<file path="src/rtl/serial_sub_pkg.sv">
// Shared types and constants for the bit-serial subtractor controller.
package serial_sub_pkg;

  localparam int unsigned DEFAULT_WIDTH = 8;
  localparam int unsigned STATE_W       = 2;

  typedef enum logic [STATE_W-1:0] {
    IDLE = 2'd0,
    RUN  = 2'd1,
    DONE = 2'd2
  } state_t;

endpackage

</file>
<file path="src/rtl/full_subtractor.sv">
// Single-bit full subtractor: diff = a - b - bin, borrow out when a < b + bin.
module full_subtractor (
  input  logic a,
  input  logic b,
  input  logic bin,
  output logic diff,
  output logic borrow
);

  assign diff   = a ^ b ^ bin;
  assign borrow = (~a & b) | (~(a ^ b) & bin);

endmodule

</file>
<file path="src/rtl/serial_subtractor_ctrl.sv">
// Bit-serial subtractor controller: one bit per clock, LSB first.
// Optional signed-overflow output enabled by defining SERIAL_SUB_OVF_EN.
module serial_subtractor_ctrl
  import serial_sub_pkg::*;
#(
  parameter int unsigned WIDTH = DEFAULT_WIDTH
) (
  input  logic             clk,
  input  logic             rst_n,
  input  logic             start,
  input  logic [WIDTH-1:0] a,
  input  logic [WIDTH-1:0] b,
  input  logic             bin,
  output logic             busy,
  output logic             done,
  output logic [WIDTH-1:0] diff,
  output logic             borrow
`ifdef SERIAL_SUB_OVF_EN
  ,
  output logic             ovf
`endif
);

  localparam int unsigned CW = $clog2(WIDTH + 1);
  localparam int unsigned RW = WIDTH - 1;

  state_t          state, state_next;
  logic [CW-1:0]   cnt, cnt_next;
  logic [WIDTH-1:0] a_sh, a_sh_next;
  logic [WIDTH-1:0] b_sh, b_sh_next;
  // Result bits collected so far; the final bit comes straight from the subtractor.
  logic [RW-1:0]   res_sh, res_sh_next;
  logic            bq, bq_next;
  logic            busy_next, done_next;
  logic [WIDTH-1:0] diff_next;
  logic            borrow_next;
  logic            fs_diff, fs_borrow;
`ifdef SERIAL_SUB_OVF_EN
  logic            ovf_next;
`endif

  // Per-bit arithmetic on the current LSBs and the stored borrow.
  full_subtractor u_fs (
    .a      (a_sh[0]),
    .b      (b_sh[0]),
    .bin    (bq),
    .diff   (fs_diff),
    .borrow (fs_borrow)
  );

  // Next-state, datapath and registered-output logic.
  always_comb begin
    state_next  = state;
    cnt_next    = cnt;
    a_sh_next   = a_sh;
    b_sh_next   = b_sh;
    res_sh_next = res_sh;
    bq_next     = bq;
    diff_next   = diff;
    borrow_next = borrow;
`ifdef SERIAL_SUB_OVF_EN
    ovf_next    = ovf;
`endif

    case (state)
      IDLE, DONE: begin
        if (start) begin
          a_sh_next  = a;
          b_sh_next  = b;
          bq_next    = bin;
          cnt_next   = '0;
          state_next = RUN;
        end else if (state == DONE) begin
          state_next = IDLE;
        end
      end
      RUN: begin
        a_sh_next   = a_sh >> 1;
        b_sh_next   = b_sh >> 1;
        res_sh_next = RW'({fs_diff, res_sh} >> 1);
        bq_next     = fs_borrow;
        cnt_next    = cnt + CW'(1);
        if (cnt_next == CW'(WIDTH)) begin
          state_next  = DONE;
          diff_next   = {fs_diff, res_sh};
          borrow_next = fs_borrow;
`ifdef SERIAL_SUB_OVF_EN
          // At the last bit a_sh[0]/b_sh[0] hold the operand MSBs.
          ovf_next    = (a_sh[0] ^ b_sh[0]) & (a_sh[0] ^ fs_diff);
`endif
        end
      end
      default: begin
        state_next = IDLE;
      end
    endcase

    busy_next = (state_next == RUN);
    done_next = (state_next == DONE);
  end

  // State and datapath registers with synchronous active-low reset.
  always_ff @(posedge clk) begin
    if (!rst_n) begin
      state  <= IDLE;
      cnt    <= '0;
      a_sh   <= '0;
      b_sh   <= '0;
      res_sh <= '0;
      bq     <= 1'b0;
      busy   <= 1'b0;
      done   <= 1'b0;
      diff   <= '0;
      borrow <= 1'b0;
`ifdef SERIAL_SUB_OVF_EN
      ovf    <= 1'b0;
`endif
    end else begin
      state  <= state_next;
      cnt    <= cnt_next;
      a_sh   <= a_sh_next;
      b_sh   <= b_sh_next;
      res_sh <= res_sh_next;
      bq     <= bq_next;
      busy   <= busy_next;
      done   <= done_next;
      diff   <= diff_next;
      borrow <= borrow_next;
`ifdef SERIAL_SUB_OVF_EN
      ovf    <= ovf_next;
`endif
    end
  end

endmodule

</file>
<file path="config.mk">
export PLATFORM = sky130hd
export DESIGN_NAME = serial_subtractor_ctrl
export DESIGN_NICKNAME = d
export VERILOG_FILES = /design/src/rtl/serial_sub_pkg.sv /design/src/rtl/full_subtractor.sv /design/src/rtl/serial_subtractor_ctrl.sv
export SDC_FILE = /design/constraint.sdc
export NUM_CORES = 1
export LEC_CHECK = 0
export ABC_AREA = 1
export BUFFER_PORTS_ARGS = -buffer_cell sky130_fd_sc_hd__buf_2
export CAP_MARGIN = 0
export CELL_PAD_IN_SITES_DETAIL_PLACEMENT = 0
export CELL_PAD_IN_SITES_GLOBAL_PLACEMENT = 1
export CORE_MARGIN = 2
export CORE_UTILIZATION = 42
export DETAILED_ROUTE_END_ITERATION = 6
export PLACE_DENSITY = 0.84
export SLEW_MARGIN = 20
export SYNTH_ARGS = -nofsm -noshare
export SYNTH_HDL_FRONTEND = slang
export SYNTH_SLANG_ARGS = --single-unit
</file>
<file path="constraint.sdc">
create_clock -name clk -period 3.8 [get_ports clk]
set_input_delay 0.57 -clock clk [delete_from_list [all_inputs] [get_ports clk]]
set_output_delay 0.57 -clock clk [all_outputs]
set_load 0.01 [all_outputs]
</file>
==> results by group <==
Die
  • Die area: between 4000 and 5000 um^2
  • Row cnt: 22
  • Die Width: 66.7 um
  • Starting density of the core: 44.4%
  • # IOs: 31
  • Core area: around 3700 um^2
  • Die height: 66.7 um

Synth
  • Cell taking the most area after synthesis: dfxtp_1
  • Synth area leaders: dfxtp_1, nor3_1, nand2_1, nor2_1, o21ai_0
  • Syn_nets: about 240
  • Ys Warns: 0
  • Mean Syn Cell Area: 7.71 um^2
  • Syn Inst Count: around 210
  • Ys async rst share: 0%
  • Yosys top cell area share: approximately half
  • Library cells used by synthesis: 22
  • Post-synth EDFFs: 0
  • Top FF cell, synth: dfxtp_1
  • Post-synthesis sequential area ratio: 49.7%
  • Synthesized flop and latch total: slightly above 40
  • Synth Cell Area: between 1500 and 2000 um^2

Placed design
  • GPL Wtd Cong: slightly above 0.7
  • Placed Area: 1790 um^2
  • Final HPWL DP: ~2200 um
  • Port bufs: 30

Timing
  • Slew Viols, Final: 0
  • Max_slew headroom: 67.4%
  • Measured slew at the worst slew-check pin: 0.488 ns
  • Max Clk Rate: around 570 MHz
  • Post-layout min period: between 1.5 and 2 ns
  • # setup viols final: 0
  • Tcrit/Tclk final: between 40% and 50%
  • Final hold vios: 0
  • Setup TNS: 0 ns
  • RSZ-0062 raised after global routing: no
  • Layout Skew: between 0.002 and 0.003 ns

GRT
  • Total track usage: ~17%
  • Total grt overflow: 0
  • Vias in the first global route: 1228
  • First-pass GRT wire length: about 5500 um
  • Initial antenna violation count: 0
  • Largest net degree at the start of global routing: 33

Final layout
  • # fillers: around 410
  • Design Area, Final: between 1500 and 2000 um^2
  • Fraction of layout cells with a size suffix above 1: 16.9%
  • Layout area overhead: 13.5%
  • Final core occ: 50.4%
  • Diodes inserted: 0
  • Register Area: 821 um^2
  • Most frequent cells in the layout: dfxtp_1, nand2_1, nor2_1
  • Area used by multi-input combinational logic: ~690 um^2
  • Fin nets: 263
  • Most common cell after layout, fill and taps aside: dfxtp_1

Route
  • DR pass1 iterations: 4
  • Vias post-DR: around 1400
  • Routed wire length: 3280 um
  • WL/cell: between 10 and 15 um
  • Vias per inst: 4.80
  • DRC Markers: 0
  • Drt first-iter violations: 71
  • Final ANT Viol Nets: 0

Critical path
  • Worst path max stage delay: around 0.48 ns
  • Critical R2R Capture: diff[4]
  • R2R setup slack: 2.04 ns
  • Worst r2r src: state[0]
  • Worst path slowest cell: inv_2
  • Most frequent CP cell: nand2_1
  • Worst-path fanout max: 27
  • Buf/Inv on CP: 1
  • Worst Setup End Kind: flip-flop
  • WS Path Type: flip-flop to flip-flop
  • Startpoint types: flip-flop
  • FF-to-FF path depth: 6
  • Critical Path RT: about 4.0 ns
  • Crit-path cells: nand2_2 > inv_2 > nand3_4 > nor2_1 > nand2_1 > nand2_1
  • Cell family with most CP delay: simple AND/OR/NAND/NOR gates
  • CP Data Arrival Time: a little under 2 ns

Flow run
  • Max Cap Violations: 0

Clock network
  • H-tree Lvls: 2
  • Cts bufs inserted: 5
  • Gates resized, CTS repair: 0
  • Root cell of the clock tree: clkbuf_8
  • Clk_lat worst skew: 0.28 ns
  • Setup Fix Bufs, Post-CTS: 0
  • CTS Sinks: 41
  • Post-CTS Hold Buffers: 0
  • Clock-pin slew on the worst setup and hold paths: 0.07 ns
  • CTS tree: done
  • Maximum clock insertion buffer count: 2

Pwr
  • Overall power: approximately 830 uW
  • PD cells: approximately 440 nW/um^2
  • VDD IR max: ~250 uV
  • LEAKAGE: between 0.0008 and 0.0009 uW

Run status
  • Run status: finished, final reports clean

Worst hold path
  • Worst min path class: flip-flop to flip-flop
  • HP Start: res_sh[4]
  • Hold endpoint: diff[4]
  • Hold Path Cell Cnt: 2
## worst max path at each step
| stage | slack [ns] | startpoint | cells past startpoint | to |
|---|---|---|---|---|
| after global placement | 1.98 | start | 6 | cnt[1] |
| after global routing | 1.85 | state[0] | 6 | diff[4] |
| after detailed placement | 1.98 | start | 6 | cnt[1] |
| final | 2.04 | state[0] | 6 | diff[4] |
| after CTS | 2.04 | state[1] | 7 | diff[4] |
| after floorplan | 2.56 | start | 5 | bq |
## power breakdown
part	internal, uW	switching (uW)	total [uW]
Sequential	457	13.9	471
Combinational	34.6	60.6	95.2
Clock	130	136	266
## layout make-up
cell class / count / share of cell area, %
sequential: 41 / 43.8
multi-input combinational: 144 / 36.9
timing repair buffer: 30 / 8.02
clock buffer: 8 / 4.28
inverter: 19 / 3.81
tap: 48 / 3.21
## worst min-delay path, cell delays in order (launching register included)
cell and delay, ns:
dfxtp_1 0.32, nand2_1 0.06, nand2_1 0.04
## synth_stat cells (3+ instances only)
| cell | n |
|---|---|
| nand2_2 | 4 |
| a211oi_1 | 3 |
| nor2_1 | 33 |
| nand2_1 | 33 |
| nor3_1 | 27 |
| inv_1 | 17 |
| a21oi_1 | 11 |
| dfxtp_1 | 41 |
| buf_2 | 4 |
| nand3_1 | 5 |
| o21ai_0 | 21 |
## sequential cells by signal (all words and copies together), names as in the netlist
signal	flops
a_sh	8
b_sh	8
diff	8
res_sh	7
cnt	4
state	2
borrow	1
bq	1
busy	1
done	1
## logic make-up (layout without fill, tap and decap cells)
logic type                 Yosys count  in the layout  synth area share (%)
DFF                                 41             41                  49.7
and+or+nand+nor                    105            105                  28.1
buffers and inverters               29             57                  8.41
AOI/OAI and AO/OA                   37             37                  11.8
adders and majority gates            2              2                  1.97
## layer usage
layer | vias up | track usage [%] | share of wire, %
met1 | 614 | 22.5 | 52
met5 | - | 0 | 0
met3 | 5 | 4.05 | 3.1
met2 | 19 | 25.4 | 44
met4 | 0 | 6.12 | 1.4
li1 | 755 | - | -
## metrics by stage
stage	instances	hold slack (ns)	worst slack (ns)
after floorplan	214	0.435	2.56
after global routing	290	0.478	1.85
after global placement	282	0.453	1.98
final	290	0.465	2.04
after CTS	290	0.466	2.04
after detailed placement	282	0.452	1.98
Note: power is estimated with default switching activity, not from simulation.
